## src/rtl/rcu_pkg.sv

```systemverilog
// Shared types and constants for the USB-style packet receive control unit.
package rcu_pkg;

  typedef enum logic [2:0] {
    IDLE,
    SYNC_WAIT,
    PID_WAIT,
    DATA_WAIT,
    EOP_WAIT,
    ERR,
    ERR_EOP
  } rcu_state_e;

  localparam logic [7:0] DEFAULT_SYNC = 8'h80;

  localparam logic [3:0] PID_OUT   = 4'b0001;
  localparam logic [3:0] PID_IN    = 4'b1001;
  localparam logic [3:0] PID_DATA0 = 4'b0011;
  localparam logic [3:0] PID_DATA1 = 4'b1011;
  localparam logic [3:0] PID_ACK   = 4'b0010;
  localparam logic [3:0] PID_NAK   = 4'b1010;

endpackage

```

## src/rtl/flex_counter.sv

```systemverilog
// Generic up-counter with synchronous clear, programmable rollover value and
// a registered flag that is high while the count equals the rollover value.
module flex_counter #(
  parameter int NUM_CNT_BITS = 4
) (
  input  logic                    clk,
  input  logic                    n_rst,
  input  logic                    clear,
  input  logic                    count_enable,
  input  logic [NUM_CNT_BITS-1:0] rollover_val,
  output logic [NUM_CNT_BITS-1:0] count_out,
  output logic                    rollover_flag
);

  logic [NUM_CNT_BITS-1:0] count_q, count_d;
  logic                    flag_q, flag_d;

  always_comb begin
    count_d = count_q;
    flag_d  = flag_q;
    if (clear) begin
      count_d = '0;
      flag_d  = 1'b0;
    end else if (count_enable) begin
      if (count_q == rollover_val) count_d = NUM_CNT_BITS'(1);
      else                         count_d = count_q + NUM_CNT_BITS'(1);
      flag_d = (count_d == rollover_val);
    end
  end

  always_ff @(posedge clk or negedge n_rst) begin
    if (!n_rst) begin
      count_q <= '0;
      flag_q  <= 1'b0;
    end else begin
      count_q <= count_d;
      flag_q  <= flag_d;
    end
  end

  assign count_out     = count_q;
  assign rollover_flag = flag_q;

endmodule

```

## src/rtl/rcv_control_unit.sv

```systemverilog
// Packet-level receive FSM: validates SYNC/PID, streams payload bytes to the
// RX FIFO, checks EOP alignment and payload length, reports done or error.
module rcv_control_unit
  import rcu_pkg::*;
#(
  parameter logic [7:0] SYNC_BYTE = DEFAULT_SYNC,
  parameter int         MAX_BYTES = 64,
  parameter int         CNT_W     = 7
) (
  input  logic             clk,
  input  logic             rst,
  input  logic             d_edge,
  input  logic             shift_enable,
  input  logic             byte_received,
  input  logic             eop,
  input  logic [7:0]       rcv_data,
  output logic             rcving,
  output logic             timer_reset,
  output logic             w_enable,
  output logic [7:0]       rx_data,
  output logic [3:0]       pid,
  output logic             pid_valid,
  output logic             rx_error,
  output logic             packet_done,
  output logic [CNT_W-1:0] byte_count
);

  rcu_state_e state_q, state_d;
  logic       w_enable_q, w_enable_d;
  logic [7:0] rx_data_q, rx_data_d;
  logic [3:0] pid_q, pid_d;
  logic       pid_valid_q, pid_valid_d;
  logic       rx_error_q, rx_error_d;
  logic       done_q, done_d;
  logic       aligned_q, aligned_d;
  logic       cnt_clear, cnt_en, cnt_full;
  logic       eop_s, pid_ok;

  assign eop_s  = eop & shift_enable;
  assign pid_ok = (rcv_data[3:0] == ~rcv_data[7:4]);

  always_comb begin
    state_d     = state_q;
    w_enable_d  = 1'b0;
    rx_data_d   = rx_data_q;
    pid_d       = pid_q;
    pid_valid_d = pid_valid_q;
    rx_error_d  = rx_error_q;
    done_d      = 1'b0;
    aligned_d   = aligned_q;
    cnt_clear   = 1'b0;
    cnt_en      = 1'b0;

    case (state_q)
      IDLE: begin
        if (d_edge) begin
          state_d     = SYNC_WAIT;
          rx_error_d  = 1'b0;
          pid_valid_d = 1'b0;
          aligned_d   = 1'b0;
          cnt_clear   = 1'b1;
        end
      end
      SYNC_WAIT: begin
        if (byte_received) state_d = (rcv_data == SYNC_BYTE) ? PID_WAIT : ERR;
        if (eop_s)         state_d = ERR_EOP;
      end
      PID_WAIT: begin
        if (byte_received) begin
          if (pid_ok) begin
            pid_d       = rcv_data[3:0];
            pid_valid_d = 1'b1;
            aligned_d   = 1'b1;
            state_d     = DATA_WAIT;
          end else begin
            state_d = ERR;
          end
        end
        if (eop_s) state_d = ERR_EOP;
      end
      DATA_WAIT: begin
        if (shift_enable && !eop) aligned_d = 1'b0;
        // cnt_full mirrors byte_count == MAX_BYTES, so the counter never wraps
        if (byte_received) begin
          if (!cnt_full) begin
            w_enable_d = 1'b1;
            rx_data_d  = rcv_data;
            cnt_en     = 1'b1;
            aligned_d  = 1'b1;
          end else begin
            state_d = ERR;
          end
        end
        // an EOP landing on a byte boundary pulse is always treated as an error
        if (eop_s) state_d = (aligned_q && !byte_received) ? EOP_WAIT : ERR_EOP;
      end
      EOP_WAIT: begin
        if (d_edge) begin
          state_d = IDLE;
          done_d  = 1'b1;
        end
      end
      ERR: begin
        if (eop_s) state_d = ERR_EOP;
      end
      ERR_EOP: begin
        if (d_edge) state_d = IDLE;
      end
      default: state_d = IDLE;
    endcase

    if (state_d == ERR || state_d == ERR_EOP) rx_error_d = 1'b1;
  end

  always_ff @(posedge clk or posedge rst) begin
    if (rst) begin
      state_q     <= IDLE;
      w_enable_q  <= 1'b0;
      rx_data_q   <= '0;
      pid_q       <= '0;
      pid_valid_q <= 1'b0;
      rx_error_q  <= 1'b0;
      done_q      <= 1'b0;
      aligned_q   <= 1'b0;
    end else begin
      state_q     <= state_d;
      w_enable_q  <= w_enable_d;
      rx_data_q   <= rx_data_d;
      pid_q       <= pid_d;
      pid_valid_q <= pid_valid_d;
      rx_error_q  <= rx_error_d;
      done_q      <= done_d;
      aligned_q   <= aligned_d;
    end
  end

  flex_counter #(
    .NUM_CNT_BITS(CNT_W)
  ) u_byte_cnt (
    .clk          (clk),
    .n_rst        (~rst),
    .clear        (cnt_clear),
    .count_enable (cnt_en),
    .rollover_val (CNT_W'(MAX_BYTES)),
    .count_out    (byte_count),
    .rollover_flag(cnt_full)
  );

  assign rcving      = (state_q != IDLE);
  assign timer_reset = (state_q == IDLE);
  assign w_enable    = w_enable_q;
  assign rx_data     = rx_data_q;
  assign pid         = pid_q;
  assign pid_valid   = pid_valid_q;
  assign rx_error    = rx_error_q;
  assign packet_done = done_q;

endmodule
```

## config.mk

```make
export PLATFORM = sky130hd
export DESIGN_NAME = rcv_control_unit
export DESIGN_NICKNAME = d
export VERILOG_FILES = /design/src/rtl/rcu_pkg.sv /design/src/rtl/flex_counter.sv /design/src/rtl/rcv_control_unit.sv
export SDC_FILE = /design/constraint.sdc
export NUM_CORES = 1
export LEC_CHECK = 0
export CORE_MARGIN = 2
export CORE_UTILIZATION = 60
export DETAILED_ROUTE_END_ITERATION = 16
export DONT_BUFFER_PORTS = 1
export GPL_ROUTABILITY_DRIVEN = 1
export HOLD_SLACK_MARGIN = 0.08
export PLACE_DENSITY = 0.77
export SKIP_CTS_REPAIR_TIMING = 1
export SLEW_MARGIN = 20
export SYNTH_ARGS = -nofsm -noshare
export SYNTH_HDL_FRONTEND = slang
export SYNTH_HIERARCHICAL = 1
export SYNTH_SLANG_ARGS = --single-unit
export TNS_END_PERCENT = 100
```

## constraint.sdc

```tcl
create_clock -name clk -period 2.6 [get_ports clk]
set_input_delay 0.78 -clock clk [delete_from_list [all_inputs] [get_ports clk]]
set_output_delay 0.78 -clock clk [all_outputs]
set_load 0.01 [all_outputs]
```

# Yosys cells after proc, flatten, opt, wreduce, memory -nomap -nowiden
# Cells that the tools add are included.
classes:
  add_sub_neg: 1
  mul: 0
  div: 0
  n_lt_le_gt_ge: 0
  n_eq_ne: 15
  n_shift: 0
  n_mux: 37
  bitwise: 3
  n_reduce_logical: 18
op_table:
  columns: ["operator", "count"]
  rows:
  - ["$mux W3", 12]
  - ["$mux W7", 5]
  - ["$pmux W3 S6", 1]
  - ["$mux W1", 16]
  - ["$eq A3 B3 Y1 const B", 5]
  - ["$eq A7 B7 Y1 const B", 2]
  - ["$eq A8 B8 Y1 const B", 1]
  - ["$reduce_and A4 Y1", 2]
  - ["$reduce_bool A2 Y1", 4]
  - ["$add A7 B1 Y7 const B", 1]
  - ["$eq A3 B2 Y1 const B", 2]
  - ["$ne A2 B2 Y1 const B", 3]
  - ["$reduce_and A3 Y1", 2]
  - ["$reduce_bool A3 Y1", 2]
  - ["$eq A4 B4 Y1", 1]
  - ["$not A4 Y4", 1]
  - ["$eq A3 B1 Y1 const B", 1]
  - ["$logic_not A3 Y1", 1]
  - ["$pmux W1 S3", 1]
  - ["$logic_and A1 B1 Y1", 2]
  - ["$logic_not A1 Y1", 2]
  - ["$mux W2", 1]
  - ["$pmux W1 S2", 1]
  - ["$reduce_and A2 Y1", 1]
  - ["4 further kinds", 4]
word_totals:
  reg_bits: 28
  latch_bits: 0
  mem_bits_rw: 0
  mem_bits_ro: 0
  in_bits: 14
  out_inout_bits: 25
  mem_count: 0

# Depth between registers and ports, before layout
# Gate-level depths: netlist (run 1).
logic_depth:
  ltp_word: 10
  depth_mapped: 9
  mapped_depth_nobuf: 8

# By module
# Netlist (run 1), hierarchy kept.
modules_own_cells:
  columns: ["module", "n_inst", "cells_per_inst", "area_per_inst_um2", "seq_area_each_um2"]
  rows:
  - ["rcv_control_unit", 1, 98, 1119.8, 500.5]
  - ["flex_counter", 1, 86, 750.7, 200.2]

# Least setup slack after synthesis (run 1)
# Ideal clock, no wire load.
synth_path:
  path_type: "input port to flip-flop"
  start: "input byte_received"
  end: "register u_byte_cnt.flag_q (netlist: u_byte_cnt/rollover_flag)"
  t_arrival_ns: 2.522
  setup_slack_ns: 0.012
  stages: 9
  n_path_buf: 1
  path_cell_list: "buf_6 nand2_1 nor3_2 inv_1 a2111o_1 a221oi_1 o21ai_0 a21oi_1 a31o_1"
synth_via:
  elab_chain_cells: 3
synth_rtl:
  columns: ["item", "line", "rtl"]
  rows:
  - ["start, declared", "rcv_control_unit.sv:14", "input logic byte_received,"]
  - ["$mux W1", "rcv_control_unit.sv:84", "if (byte_received) begin"]
  - ["$mux W1", "rcv_control_unit.sv:54", "case (state_q)"]
  - ["named net cnt_en", "rcv_control_unit.sv:36", "logic cnt_clear, cnt_en, cnt_full;"]
  - ["$reduce_bool A2 Y1 (no line)", null, null]
  - ["end signal, assigned", "flex_counter.sv:37", "flag_q <= flag_d;"]
  - ["end, declared", "flex_counter.sv:16", "logic flag_q, flag_d;"]
# The timed path passes the listed nets, and every way through them passes these cells.
# A chain may end at the register's enable or synchronous reset.

# Final worst setup path (run 1)
layout_path:
  start: "register state_q[0]"
  end: "output timer_reset"
layout_via:
  elab_chain_cells: 1
layout_rtl:
  columns: ["item", "line", "rtl"]
  rows:
  - ["start, declared", "rcv_control_unit.sv:28", "rcu_state_e state_q, state_d;"]
  - ["start signal, assigned", "rcv_control_unit.sv:126", "state_q <= state_d;"]
  - ["$logic_not A3 Y1", "rcv_control_unit.sv:150", "assign timer_reset = (state_q == IDLE);"]
  - ["end, declared", "rcv_control_unit.sv:18", "output logic timer_reset,"]
# Every way passes these cells.

==> impl_summary.txt, run 1 <==
----------------------------------------------------
[Setup path]
  Peak fanout along the critical path ... 16
  Gate family responsible for the most delay along the worst path ... flip-flops
  Buffers plus inverters on the worst setup path ... 1
  Setup Crit Path Kind ... reg2out
  Start of the worst register-to-register path ... u_byte_cnt/count_out[5]
  Critical path startpoint category ... flop
  Setup slack of the worst register-to-register path ... around 0.34 ns
  Master of the slowest instance on the critical path ... sky130_fd_sc_hd__dfrtp_1
  Critical register-to-register path endpoint ... u_byte_cnt/count_out[6]
  FF-to-FF path depth ... 6
  Kind of capture point of the worst setup path ... output port
  Required time reported for the critical path endpoint ... around 1.8 ns
  Cells along the critical path ... or3_1 > inv_1
  Max incr delay on CP ... between 0.5 and 0.6 ns
  CP arrival ... 1.55 ns

[Power and ir drop]
  Part of the total power dissipated in sequential elements ... 0.505
  Clock share of power ... 0.193
  Max VDD drop ... between 0.7 and 0.8 mV
  Power per unit of standard cell area ... around 760 nW/um^2
  Sum of internal, switching and leakage power ... 1500 uW
  Switching power summed over all nets ... roughly 560 uW
  Share of total power in combinational logic ... 0.302
  Leakage power summed over all cells ... between 0.0009 and 0.001 uW
  Pint ... about 940 uW
  Switching share of total power ... 0.374

[Detailed routing]
  Via total after detailed routing ... between 1000 and 1500
  Via/cell ratio ... around 6.1
  DRC ... 0
  Violation count after the first detailed-route iteration ... 96
  Routed WL ... around 3900 um
  Number of iterations in the first detailed-routing pass ... 4
  Final antenna-violating net count ... 0
  Drt wl/cell ... approximately 16 um

[Synth]
  Async S/R FF share, synth ... 1.00
  Yosys cell types ... 61
  Post-synth top area share ... 0.375
  Primary FF master, synth ... sky130_fd_sc_hd__dfrtp_1
  Share of synthesized area occupied by flip-flops and latches ... 0.375
  Dominant cell type by area after synthesis ... sky130_fd_sc_hd__dfrtp_1
  Top cells by area in the synthesized netlist ... sky130_fd_sc_hd__dfrtp_1 37%, sky130_fd_sc_hd__mux2_2 7.8%, sky130_fd_sc_hd__xnor2_1 4.2%, sky130_fd_sc_hd__xor2_1 3.7%, sky130_fd_sc_hd__buf_6 3.0%
  Ys Warns ... 6
  Count of flip-flops with a built-in enable after synthesis ... 0
  Area of the mapped netlist ... 1870 sq um
  Synthesized area per cell ... between 10 and 15 sq um
  Number of instances in the synthesized netlist ... approximately 180
  Synthesized flop and latch total ... 28

[Flow run]
  Max cap viols ... 0

[Global routing]
  Global-route track usage on met2 ... 0.371
  Largest net degree at the start of global routing ... 29
  Leftover overflow at the end of global routing ... 0
  Global-route track usage on met1 ... 0.322
  Number of antenna violations at the first check in global routing ... 0
  Total global-route track usage ... 0.237
  Global route hottest layer ... met2
  Global-route wire length before repair ... about 6400 um
  GR Util met3 ... 0.0649
  Via count of the first global-routing pass ... 1403

[Clock tree]
  Clock tree from TritonCTS ... built
  Level count of the clock H-tree ... 1
  Insertion delay of the later-clocked pin in the worst-skew pair ... 0.33 ns
  Buffer depth of the longest clock path ... 2
  Root Buffer ... sky130_fd_sc_hd__clkbuf_4
  Number of buffers created by CTS ... 3
  Clk sinks ... 28
  Clock transition at path regs ... 0.15 ns

[Layout]
  # fillers ... approximately 270
  Final cell area excluding filler cells ... between 1500 and 2000 sq um
  Number of standard cells in the final layout excluding fillers ... approximately 240
  Most frequent standard cell in the layout excluding fill and tap cells ... sky130_fd_sc_hd__dfrtp_1
  Final-stage net count ... approximately 220
  Share of layout cells above drive strength 1 ... 0.209
  Diodes inserted ... 0
  Synth-to-Final Area Change ... 5.69%
  Most frequent cells in the layout ... 28 x sky130_fd_sc_hd__dfrtp_1, 26 x sky130_fd_sc_hd__conb_1, 13 x sky130_fd_sc_hd__nand2_1, 13 x sky130_fd_sc_hd__mux2_2

[Floorplanning]
  Full die area ... 3580 sq um
  Die Y ... approximately 60 um
  Die Width ... roughly 60 um
  Cell Rows ... 20
  Top Ports ... 39
  Floorplan Core Area ... between 3000 and 4000 sq um
  Effective utilization at floorplan ... 0.623

[Run status]
  Result of the run ... finished, final reports clean

[Timing]
  Clock Skews ... 0.00279 ns
  Setup TNS ... 0 ns
  Slew at the pin closest to its max-slew limit ... 0.510 ns
  Final Hold Violating Endpoints ... 0
  # setup viols final ... 0
  Unrepaired setup endpoints after global routing ... no
  Period utilisation layout ... 0.894
  Clock period minus final worst setup slack ... 2.33 ns
  Pins Over Slew Limit ... 0
  Worst slew margin relative to its limit ... 0.657
  Maximum clock frequency ... around 430 MHz

[Placed design]
  Routability congestion estimate ... roughly 0.84
  Post-DP Area ... 1920 sq um
  Placed cell count ... 235
  HPWL after DPL ... about 2900 um
  Number of buffers inserted by port buffering ... 0

[Worst hold path]
  Kind of path behind the tightest hold check ... in2async

----------------------------------------------------
## cell usage after synthesis (2+ instances only)
library cell and instances:
sky130_fd_sc_hd__conb_1 2, sky130_fd_sc_hd__nand3_1 2, sky130_fd_sc_hd__clkbuf_1 2, sky130_fd_sc_hd__mux2_2 13, sky130_fd_sc_hd__a21o_1 2, sky130_fd_sc_hd__nand4b_1 3
sky130_fd_sc_hd__and2_2 2, sky130_fd_sc_hd__xnor2_1 9, sky130_fd_sc_hd__or2_2 2, sky130_fd_sc_hd__nor3_1 7, sky130_fd_sc_hd__or3b_2 2, sky130_fd_sc_hd__dfrtp_1 28
sky130_fd_sc_hd__and3_1 2, sky130_fd_sc_hd__o311ai_0 2, sky130_fd_sc_hd__o22ai_1 2, sky130_fd_sc_hd__buf_6 5, sky130_fd_sc_hd__a21oi_1 8, sky130_fd_sc_hd__nor4_4 2
sky130_fd_sc_hd__nand2_1 13, sky130_fd_sc_hd__nor2_1 8, sky130_fd_sc_hd__or3_1 4, sky130_fd_sc_hd__nand2b_1 2, sky130_fd_sc_hd__nor2b_1 2, sky130_fd_sc_hd__inv_1 8
sky130_fd_sc_hd__o21ai_0 9, sky130_fd_sc_hd__xor2_1 8
## final cells by class
class	instances	area [sq um]	share of cell area
flip-flops and latches	28	701	0.354
well taps	33	41.3	0.0209
inverters	8	30.0	0.0152
multi-input cells	162	1120	0.568
clock inverters	1	30.0	0.0152
clock buffers	3	22.5	0.0114
repair buffers	4	30.0	0.0152
## worst max path at each step
stage          cells after the start                    start                       end
6_report                           2               state_q[0]               timer_reset
5_1_grt                            7  u_byte_cnt/count_out[0]  u_byte_cnt/rollover_flag
4_1_cts                            2               state_q[0]               timer_reset
3_5_place_dp                       8            byte_received  u_byte_cnt/rollover_flag
3_3_place_gp                       8            byte_received  u_byte_cnt/rollover_flag
2_1_floorplan                      9            byte_received  u_byte_cnt/rollover_flag
## through the flow
stage	hold WS, ns	setup WS (ns)	util
finish	0.372	0.275	0.658
global placement	0.488	0.381	0.641
detailed placement	0.503	0.335	0.641
global route	0.387	0.153	0.658
floorplan	0.481	0.0119	-
CTS	0.372	0.280	0.658
## cells by family after synthesis
family,count (synthesis),synth area share
AO/OA/AOI/OAI,37,0.136
XOR/XNOR,17,0.0796
adder cells (fa/ha/maj),1,0.00669
buffers and inverters,18,0.0736
flip-flops,28,0.375
multiplexers,14,0.0836
other,2,0.00401
AND/OR/NAND/NOR,67,0.241
## routing by layer
layer	share of wire	routed length, um
met5	0	0
met1	0.43	1650
met4	0.013	51
met3	0.084	326
met2	0.48	1840
## worst register-to-register path: cells and delay by family, from the launching register on
family          cells  cell delay, ns
xor+xnor            1            0.21
compound gates      2            0.30
simple gates        3            1.15
flops               1            0.53
## power by group through the flow
stage	clock (uW)	sequential, uW	combinational [uW]
3_5_place_dp	0	763	451
3_3_place_gp	0	757	431
6_report	289	757	453
4_1_cts	294	756	453
5_1_grt	310	778	510
2_1_floorplan	0	696	436
## registers in the layout (all words and copies together), names as in the netlist
signal and flops:
aligned_q 1, packet_done 1, pid 4, pid_valid 1
rx_data 8, rx_error 1, state_q 3, u_byte_cnt/count_out 7
u_byte_cnt/rollover_flag 1, w_enable 1
No activity file was read; power rests on OpenSTA's default activity.
==> run 2, diff against run 1 <==
--- a/config.mk
+++ b/config.mk
@@ -5,6 +5,7 @@
 export SDC_FILE = /design/constraint.sdc
 export NUM_CORES = 1
 export LEC_CHECK = 0
+export ABC_AREA = 1
 export CORE_MARGIN = 2
 export CORE_UTILIZATION = 60
 export DETAILED_ROUTE_END_ITERATION = 16
==> run 2 against run 1 <==
Compared with the run above: cell area rose by 4.7%; clock skew is essentially flat; hold slack improved by 0.0029 ns; sequential share of layout area down 1.6 points; fmax up 7.1%; synthesized cell count is 51% higher; count of clock-buffer cells in the layout unchanged; die area up 2.4%; register-to-register slack better by 0.41 ns; critical path type unchanged; critical endpoint unchanged; largest cell class unchanged.
==> impl_summary.txt, run 2 <==
----------------------------------------------------
[Global routing]
  Via count of the first global-routing pass ... 1571 (+12%)
  Number of antenna violations at the first check in global routing ... 0 (unchanged)
  Global-route wire length before repair ... 6700 um (+5.0%)
  Total global-route track usage ... 0.239 (+0.00191)
  Leftover overflow at the end of global routing ... 0 (unchanged)
  Largest net degree at the start of global routing ... 29 (unchanged)

[Synth]
  Async S/R FF share, synth ... 1.00 (unchanged)
  Number of instances in the synthesized netlist ... 278 (+51%)
  Share of synthesized area occupied by flip-flops and latches ... 0.365 (-0.00929)
  Post-synth top area share ... 0.365 (-0.00929)
  Synthesized area per cell ... 6.90 sq um (-32%)
  Cell with the most instances after synthesis ... sky130_fd_sc_hd__nand2_1
  Count of flip-flops with a built-in enable after synthesis ... 0 (unchanged)
  Top cells by area in the synthesized netlist ... sky130_fd_sc_hd__dfrtp_1 37%, sky130_fd_sc_hd__nand2_1 17%, sky130_fd_sc_hd__inv_1 7.6%, sky130_fd_sc_hd__nand3_1 4.4%, sky130_fd_sc_hd__nor2_1 4.1%
  Ys Warns ... 6 (unchanged)
  Area of the mapped netlist ... 1920 sq um (+2.5%)
  Synthesized flop and latch total ... 28 (unchanged)
  Commonest cells post-synth ... 89 x sky130_fd_sc_hd__nand2_1, 39 x sky130_fd_sc_hd__inv_1, 28 x sky130_fd_sc_hd__dfrtp_1
  Dominant cell type by area after synthesis ... sky130_fd_sc_hd__dfrtp_1
  Primary FF master, synth ... sky130_fd_sc_hd__dfrtp_1
  Yosys cell types ... 35 (-43%)

[Setup path]
  CP arrival ... 1.39 ns (-0.16 ns)
  Gate family responsible for the most delay along the worst path ... flip-flops
  Kind of capture point of the worst setup path ... output port
  Peak fanout along the critical path ... 9 (-7)
  Critical path startpoint category ... flop
  Cells along the critical path ... nor2_1 > nand2_1 > inv_1
  Max incr delay on CP ... 0.54 ns (-0.02 ns)
  Buffers plus inverters on the worst setup path ... 1 (unchanged)
  Master of the slowest instance on the critical path ... sky130_fd_sc_hd__dfrtp_1
  Required time reported for the critical path endpoint ... 1.82 ns (about the same)
  Setup Crit Path Kind ... reg2out

[Timing]
  Maximum clock frequency ... 460 MHz (+7.1%)
  # setup viols final ... 0 (unchanged)
  Clock period minus final worst setup slack ... 2.17 ns (-0.154 ns)
  Period utilisation layout ... 0.835 (-0.0591)
  Clock Skews ... 0.00328 ns (+0.000488 ns)
  Setup TNS ... 0 ns (unchanged)
  Unrepaired setup endpoints after global routing ... no
  Final Hold Violating Endpoints ... 0 (unchanged)
  Pins Over Slew Limit ... 0 (unchanged)
  Final Worst Setup Slack ... 0.428 ns (+0.154 ns)

[Clock tree]
  Clock transition at path regs ... 0.15 ns (about the same)
  Clk sinks ... 28 (unchanged)
  Root Buffer ... sky130_fd_sc_hd__clkbuf_4
  Buffer depth of the longest clock path ... 2 (unchanged)
  Number of buffers created by CTS ... 3 (unchanged)
  Level count of the clock H-tree ... 1 (unchanged)
  Insertion delay of the later-clocked pin in the worst-skew pair ... 0.33 ns (about the same)
  Clock tree from TritonCTS ... built

[Detailed routing]
  Number of iterations in the first detailed-routing pass ... 4 (unchanged)
  Via total after detailed routing ... 1716 (+17%)
  Violation count after the first detailed-route iteration ... 114 (+19%)
  Via/cell ratio ... 5.02 (-18%)
  DRC ... 0 (unchanged)
  Drt wl/cell ... 11.8 um (-27%)
  Routed WL ... 4030 um (+4.0%)
  Final antenna-violating net count ... 0 (unchanged)

[Worst hold path]
  Kind of path behind the tightest hold check ... in2async

[Placed design]
  Worst slack at placement ... 0.671 ns (+0.335 ns)
  Number of buffers inserted by port buffering ... 0 (unchanged)
  HPWL after DPL ... 3160 um (+8.4%)
  Routability congestion estimate ... 0.967 (+15%)
  Placed cell count ... 338 (+44%)

[Layout]
  Most frequent standard cell in the layout excluding fill and tap cells ... sky130_fd_sc_hd__nand2_1
  Final-stage net count ... 314 (+41%)
  Util after Layout ... 0.678 (+0.0199)
  Number of flip-flops under the largest register name ... 8 (unchanged)
  Share of layout cells above drive strength 1 ... 0.148 (-0.0611)
  Number of standard cells in the final layout excluding fillers ... 342 (+43%)
  Synth-to-Final Area Change ... 7.96%
  Most frequent cells in the layout ... 89 x sky130_fd_sc_hd__nand2_1, 39 x sky130_fd_sc_hd__inv_1, 28 x sky130_fd_sc_hd__dfrtp_1, 21 x sky130_fd_sc_hd__nor2_1, 21 x sky130_fd_sc_hd__conb_1
  Diodes inserted ... 0 (unchanged)
  # fillers ... 277 (+3.7%)
  Multi-input gate area ... 1070 sq um (-4.2%)
  Seq. cell area ... 701 sq um (unchanged)

[Floorplanning]
  Full die area ... 3670 sq um (+2.4%)
  Floorplan Core Area ... 3050 sq um (+1.7%)
  Effective utilization at floorplan ... 0.628 (+0.00536)
  Cell Rows ... 20 (unchanged)
  Die Y ... 60.5 um (+1.2%)
  Top Ports ... 39 (unchanged)
  Die Width ... 60.5 um (+1.2%)

[Flow run]
  Max cap viols ... 0 (unchanged)

[Power and ir drop]
  Power per unit of standard cell area ... 779 nW/um^2 (+2.8%)
  Max VDD drop ... 0.531 mV (-27%)
  Leakage power summed over all cells ... 0.00110 uW (+22%)

[Run status]
  Result of the run ... finished, final reports clean

----------------------------------------------------
## run 2: metal layers
metal / vias to the layer above / global-route usage / share of wire
li1: 892 / - / -
met1: 735 / 0.353 / 0.46
met2: 83 / 0.365 / 0.43
met3: 6 / 0.0533 / 0.098
met4: 0 / 0.0435 / 0.0077
met5: - / 0 / 0
## run 2: cell families (layout without fill, tap and decap cells)
group                      count (synthesis)  in the layout  share of synthesized area
adders and majority gates                  1              1                    0.00652
xor gates and xnor gates                   4              4                     0.0183
and+or+nand+nor                          156            156                      0.377
other                                      2             21                    0.00392
AOI/OAI and AO/OA                         35             35                      0.117
buffers and inverters                     52             53                      0.112
DFF                                       28             28                      0.365
## run 2: through the flow
stage / hold slack, ns / total power (uW) / area, sq um
3_3_place_gp: 0.511 / 1320 / 2020
5_1_grt: 0.389 / 1740 / 2070
6_report: 0.375 / 1610 / 2070
2_1_floorplan: 0.481 / 1220 / 1990
3_5_place_dp: 0.522 / 1330 / 2020
4_1_cts: 0.376 / 1620 / 2070
## run 2: cell type report
cell class | instances | share of cell area
Clock buffer | 3 | 0.0109
Clock inverter | 1 | 0.0145
Inverter | 48 | 0.0870
Multi-Input combinational cell | 217 | 0.519
Sequential cell | 28 | 0.338
Tap cell | 44 | 0.0266
Timing Repair Buffer | 1 | 0.00363
## run 2: path summary, 6_finish.rpt
path / from / endpoint / slack (ns) / cells past startpoint
max: state_q[0] / timer_reset / 0.43 / 3
min: rst / rx_data[5] / 0.37 / 2
max reg2reg: state_q[0] / u_byte_cnt/rollover_flag / 0.75 / 10
min reg2reg: aligned_q / aligned_q / 0.55 / 2
max in group asynchronous: rst / pid_valid / 1.96 / 2
min in group clk: aligned_q / aligned_q / 0.55 / 2
## run 2: power breakdown
part	internal (uW)	switching (uW)
Sequential	575	184
Combinational	196	373
Clock	156	128
Total	927	686
==> run 3, diff against run 2 <==
--- a/config.mk
+++ b/config.mk
@@ -7,12 +7,12 @@
 export LEC_CHECK = 0
 export ABC_AREA = 1
 export CORE_MARGIN = 2
-export CORE_UTILIZATION = 60
+export CORE_UTILIZATION = 57
 export DETAILED_ROUTE_END_ITERATION = 16
 export DONT_BUFFER_PORTS = 1
 export GPL_ROUTABILITY_DRIVEN = 1
 export HOLD_SLACK_MARGIN = 0.08
-export PLACE_DENSITY = 0.77
+export PLACE_DENSITY = 0.76
 export SKIP_CTS_REPAIR_TIMING = 1
 export SLEW_MARGIN = 20
 export SYNTH_ARGS = -nofsm -noshare
==> constraint.sdc (replaced) <==
create_clock -name clk -period 1.7 [get_ports clk]
set_input_delay 0.51 -clock clk [delete_from_list [all_inputs] [get_ports clk]]
set_output_delay 0.51 -clock clk [all_outputs]
set_load 0.01 [all_outputs]
==> run 3 against run 2 <==
Compared with the run above: non-clock buffer count is 20 higher; final cell count is 6.4% higher; sequential share of layout area is 2.9 points lower; first-iteration DRC count is 19% lower; hold slack worse by 0.28 ns; global-route usage is 0.26 points higher; sequential power is 48% higher; cell area is 10% higher; clock skew is 0.0059 ns higher; flip-flop and latch count stayed put; largest power group is now combinational cells.
==> impl_summary.txt, run 3 (same netlist as run 2, synthesis figures left out) <==
----------------------------------------------------
[Layout]
  Util after Layout ... 0.693 (+0.0151)
  Final-stage net count ... 334 (+6.4%)
  Most frequent standard cell in the layout excluding fill and tap cells ... sky130_fd_sc_hd__nand2_1
  Diodes inserted ... 0 (unchanged)
  Final cell area excluding filler cells ... 2280 sq um (+10%)
  Synth-to-Final Area Change ... 18.7%
  Most frequent cells in the layout ... 87 x sky130_fd_sc_hd__nand2_1, 39 x sky130_fd_sc_hd__inv_1, 25 x sky130_fd_sc_hd__dfrtp_1, 21 x sky130_fd_sc_hd__conb_1, 20 x sky130_fd_sc_hd__buf_4
  Share of layout cells above drive strength 1 ... 0.233 (+0.0851)
  # fillers ... 292 (+5.4%)
  Number of flip-flops under the largest register name ... 8 (unchanged)

[Floorplanning]
  Full die area ... 3850 sq um (+4.9%)
  Top Ports ... 39 (unchanged)
  Effective utilization at floorplan ... 0.584 (-0.0443)
  Cell Rows ... 21 (+5.0%)
  Floorplan Core Area ... 3280 sq um (+7.6%)
  Die Width ... 62.0 um (+2.4%)
  Die Y ... 62.0 um (+2.4%)

[Timing]
  Period utilisation layout ... 0.967
  Maximum clock frequency ... just over 600 MHz
  Unrepaired setup endpoints after global routing ... yes
  Clock period minus final worst setup slack ... approximately 1.6 ns
  Clock Skews ... 0.00923 ns (+0.00595 ns)
  # setup viols final ... 0 (unchanged)
  Final Hold Violating Endpoints ... 0 (unchanged)
  Final-layout worst hold slack ... 0.0990 ns (-0.275 ns)
  Pins Over Slew Limit ... 0 (unchanged)

[Clock tree]
  Clock tree from TritonCTS ... built
  Number of buffers created by CTS ... 3 (unchanged)
  Clock transition at path regs ... 0.17 ns (+0.02 ns)
  Clk sinks ... 28 (unchanged)
  Insertion delay of the later-clocked pin in the worst-skew pair ... 0.34 ns (about the same)
  Level count of the clock H-tree ... 1 (unchanged)
  Root Buffer ... sky130_fd_sc_hd__clkbuf_4
  Buffer depth of the longest clock path ... 2 (unchanged)

[Setup path]
  Setup slack of the worst register-to-register path ... 0.09 ns (-0.66 ns)
  Setup Crit Path Kind ... reg2out
  Max incr delay on CP ... 0.46 ns (-0.08 ns)
  Critical path launch point ... state_q[1]
  Kind of capture point of the worst setup path ... output port
  Start of the worst register-to-register path ... state_q[0]
  Critical register-to-register path endpoint ... rx_error
  CP arrival ... 1.13 ns (-0.26 ns)
  Crit path capture ... rcving
  Master of the slowest instance on the critical path ... sky130_fd_sc_hd__dfrtp_2
  Cells along the critical path ... nor2_2 > nand2_2 > buf_6
  Critical path startpoint category ... flop
  Gate family responsible for the most delay along the worst path ... flip-flops
  FF-to-FF path depth ... 11 (+1)
  Buffers plus inverters on the worst setup path ... 1 (unchanged)
  Required time reported for the critical path endpoint ... 1.19 ns (-0.63 ns)
  Peak fanout along the critical path ... 4 (-5)
  Critical path depth in cells ... 3 (unchanged)

[Detailed routing]
  Violation count after the first detailed-route iteration ... 92 (-19%)
  Number of iterations in the first detailed-routing pass ... 4 (unchanged)
  Via total after detailed routing ... 1838 (+7.1%)
  DRC ... 0 (unchanged)
  Via/cell ratio ... 5.05 (+0.64%)
  Routed WL ... 4560 um (+13%)
  Drt wl/cell ... 12.5 um (+6.4%)
  Final antenna-violating net count ... 0 (unchanged)

[Run status]
  Result of the run ... finished, final reports clean

[Global routing]
  Via count of the first global-routing pass ... 1581 (+0.64%)
  Global-route wire length before repair ... 6900 um (+3.0%)
  Leftover overflow at the end of global routing ... 0 (unchanged)
  Total global-route track usage ... 0.241 (+0.00256)
  Number of antenna violations at the first check in global routing ... 0 (unchanged)
  Largest net degree at the start of global routing ... 29 (unchanged)

[Power and ir drop]
  Power per unit of standard cell area ... 1210 nW/um^2 (+55%)
  Leakage power summed over all cells ... 0.00120 uW (+9.0%)
  Sum of internal, switching and leakage power ... 2750 uW (+70%)
  Max VDD drop ... 0.694 mV (+31%)

[Placed design]
  Routability congestion estimate ... 0.945 (-2.3%)
  HPWL after DPL ... 3320 um (+5.2%)
  Post-DP Area ... 2120 sq um (+5.0%)
  Number of buffers inserted by port buffering ... 0 (unchanged)

[Flow run]
  Max cap viols ... 0 (unchanged)

[Worst hold path]
  Kind of path behind the tightest hold check ... in2async

----------------------------------------------------
run 3: worst min-delay path by stage:
stage,to,slack (ns)
3_3_place_gp,u_byte_cnt/count_out[3],0.49
3_5_place_dp,w_enable,0.49
5_1_grt,rx_data[7],0.12
4_1_cts,rx_data[7],0.11
6_report,rx_data[7],0.1
2_1_floorplan,aligned_q,0.48
run 3: stage by stage:
stage | instances | worst slack, ns | TNS, ns
2_1_floorplan | 297 | 0.138 | 0
3_3_place_gp | 353 | 0.142 | 0
3_5_place_dp | 353 | 0.122 | 0
4_1_cts | 357 | -0.0844 | -0.121
5_1_grt | 364 | -0.0177 | -0.0401
6_report | 364 | 0.0564 | 0
run 3: power breakdown:
group	total [uW]	switching [uW]	leakage (uW)	internal (uW)
sequential	1120	239	0.000367	885
combinational	1170	705	0.000809	465
clock	455	216	0.0000279	238
run 3: worst reg2reg max path: stages (launching register included):
cell and delay (ns):
sky130_fd_sc_hd__dfrtp_2 0.47, sky130_fd_sc_hd__buf_4 0.14, sky130_fd_sc_hd__buf_4 0.15, sky130_fd_sc_hd__nor2_4 0.12, sky130_fd_sc_hd__nand2_2 0.09, sky130_fd_sc_hd__nor2_2 0.13
sky130_fd_sc_hd__nand3_4 0.13, sky130_fd_sc_hd__nand3_1 0.11, sky130_fd_sc_hd__nor2_1 0.06, sky130_fd_sc_hd__nand2_1 0.06, sky130_fd_sc_hd__nand2_1 0.04, sky130_fd_sc_hd__nand2_1 0.05
run 3: layout make-up:
| type | count | area (sq um) | share of cell area |
|---|---|---|---|
| Multi-Input combinational cell | 217 | 1120 | 0.491 |
| Tap cell | 46 | 57.6 | 0.0253 |
| Timing Repair Buffer | 21 | 161 | 0.0709 |
| Clock buffer | 3 | 22.5 | 0.00989 |
| Inverter | 48 | 183 | 0.0802 |
| Clock inverter | 1 | 30.0 | 0.0132 |
| Sequential cell | 28 | 704 | 0.309 |
run 3: layer usage:
metal  global-route usage  routed length, um  up-vias
met5                    0                  0        -
met4               0.0881                 32        0
met3               0.0476                350        4
met2                0.348               2100       65
met1                0.355               2080      847
li1                     -                  -      922
==> RTL change, RTL diff (flow settings as in run 2) <==
`CNT_W`: 7 -> 9.
--- a/src/rtl/rcv_control_unit.sv
+++ b/src/rtl/rcv_control_unit.sv
@@ -5,7 +5,7 @@
 #(
   parameter logic [7:0] SYNC_BYTE = DEFAULT_SYNC,
   parameter int         MAX_BYTES = 64,
-  parameter int         CNT_W     = 7
+  parameter int         CNT_W     = 9
 ) (
   input  logic             clk,
   input  logic             rst,
Ports: changed (resized byte_count); port bits go from 39 to 41. No check against the original RTL was run, so the function may have changed too.
==> RTL change against run 2 <==
  * Via count is 8.1% higher
  * Largest cell class unchanged
  * Count of clock-buffer cells in the layout grew 3
  * Hold slack gained 0.022 ns
  * Sequential share of layout area decreased by 0.22 points
  * Setup slack improved by 0.071 ns
  * Power up 0.84%
  * Wire length increased by 9.4%
  * Sequential cell count grew 2
  * Critical path type unchanged
  * Synthesized area up 5.9%
  * Clock power increased by 6%
  * Final area rose by 7.9%
==> RTL change: results (changes against run 2) <==
* Crit-path max cell delay at 0.58 ns (+0.04 ns)
* Via count at 1855 (+8.1%)
* Data arrival, critical path at 1.32 ns (-0.07 ns)
* Setup crit end: timer_reset
* Share of cells above drive strength 1 at 0.132 (-0.0160)
* NumNets Final at 333 (+6.1%)
* # H-tree levels at 2 (+1)
* Cts bufs inserted at 5 (+2)
* Post-Place Worst Slack at 0.649 ns (-0.0215 ns)
* Peak VDD IR at 0.303 mV (-43%)
* Family with the most delay on the worst path: flip-flops
* Slew headroom at 0.586
* Antenna diode count at 0 (unchanged)
* Vias in the first global route at 1757 (+12%)
* Setup slack, reg-to-reg at 0.69 ns (-0.06 ns)
* R2r endpoint: u_byte_cnt/count_out[1]$_DFFE_PN0P_
* IO Port Bufs at 0 (unchanged)
* GPL Wtd Cong at 0.877 (-9.3%)
* Switch share at 0.438 (+0.0131)
* Mapped Cells at 289 (+4.0%)
* Worst-skew pair later-pin latency at 0.33 ns (about the same)
* Sequential share of the synthesized area at 0.369 (+0.00416)
* Clock-pin slew on the worst setup and hold paths at 0.10 ns (-0.05 ns)
* Status: finished, final reports clean
* First-pass GRT wire length at 7.71 mm (+15%)
* Max FFs per register at 9 (+1)
* Initial antenna violation count at 0 (unchanged)
* WL final at 4.41 mm (+9.4%)
* Synth top area cells: dfrtp_1 37%, nand2_1 18%, inv_1 7.4%, nand3_1 4.4%, xnor2_1 3.9%
* Leakage power at 1.16 nW (+5.0%)
* Fmax at 0.476 GHz (+3.4%)
* Worst Skew at 0.00500 ns (+0.00172 ns)
* Total grt overflow at 0 (unchanged)
* Iter 0 DRT Violations at 98 (-14%)
* Crit Path Class: flip-flop to primary output
* CTS max path bufs at 2 (unchanged)
* Largest net degree at the start of global routing at 17 (-41%)
* Reg2reg path depth at 6 (-4)
* Setup crit start: state_q[0]$_DFF_PP0_
* CTS tree: done
* Initial Util at 0.619 (-0.00961)
* Reg power frac at 0.469 (-0.002)
* Clock group at 300 uW (+6%)
* Inst Count DP at 357 (+5.6%)
* Post-synth top cells: 96 x nand2_1, 40 x inv_1, 30 x dfrtp_1, 18 x nand3_1, 17 x nor2_1
* Netlist cell types at 32 (-8.6%)
* HPWL Detailed at 3.44 mm (+8.9%)
* P_sw at 713 uW (+3.9%)
* Slowest CP cell: dfrtp_1
* Vias/cell at 5.08 (+1.3%)
* Placed cell areas at 2170 sq um (+7.5%)
* Global-route usage over all layers at 0.249 (+0.00976)
* Yosys warning count at 6 (unchanged)
-- RTL change: cell types whose count changed after synthesis, moves of 2 or more --
cell,delta
dfrtp_1,+2
inv_2,-2
nand2_2,-3
xor2_1,+2
nand2_1,+7
xnor2_1,+7
nor2_1,-4
-- RTL change: per-layer routing --
metal	routed length, um	part of all wire	vias to the layer above	global-route usage
li1	-	-	944	-
met1	1800	0.41	828	0.287
met2	2220	0.50	76	0.442
met3	322	0.073	7	0.0707
met4	68	0.015	0	0.0861
met5	0	0	-	0
-- RTL change: cell families after synthesis --
| kind of cell | synth area share |
|---|---|
| other cells | 0.00370 |
| xor+xnor | 0.0560 |
| simple gates | 0.350 |
| buf+inv | 0.102 |
| fa+ha+maj | 0.00616 |
| compound gates | 0.113 |
| flops | 0.369 |
-- RTL change: area by class of cell --
class,count,area [sq um]
Multi-Input combinational cell,233,1160
Fill cell,298,1050
Sequential cell,30,751
Inverter,47,176
Tap cell,46,57.6
Clock buffer,6,51.3
Timing Repair Buffer,1,20.0
Clock inverter,2,12.5
-- RTL change: worst min-delay path by stage --
| stage | cells past startpoint | end | slack [ns] | from |
|---|---|---|---|---|
| 6_report | 1 | u_byte_cnt/count_out[7]$_DFFE_PN0P_ | 0.40 | rst |
| 4_1_cts | 1 | u_byte_cnt/count_out[8]$_DFFE_PN0P_ | 0.43 | rst |
| 3_3_place_gp | 2 | aligned_q$_DFFE_PP0P_ | 0.52 | aligned_q$_DFFE_PP0P_ |
| 2_1_floorplan | 2 | aligned_q$_DFFE_PP0P_ | 0.48 | aligned_q$_DFFE_PP0P_ |
| 3_5_place_dp | 2 | aligned_q$_DFFE_PP0P_ | 0.52 | aligned_q$_DFFE_PP0P_ |
| 5_1_grt | 1 | u_byte_cnt/count_out[7]$_DFFE_PN0P_ | 0.43 | rst |
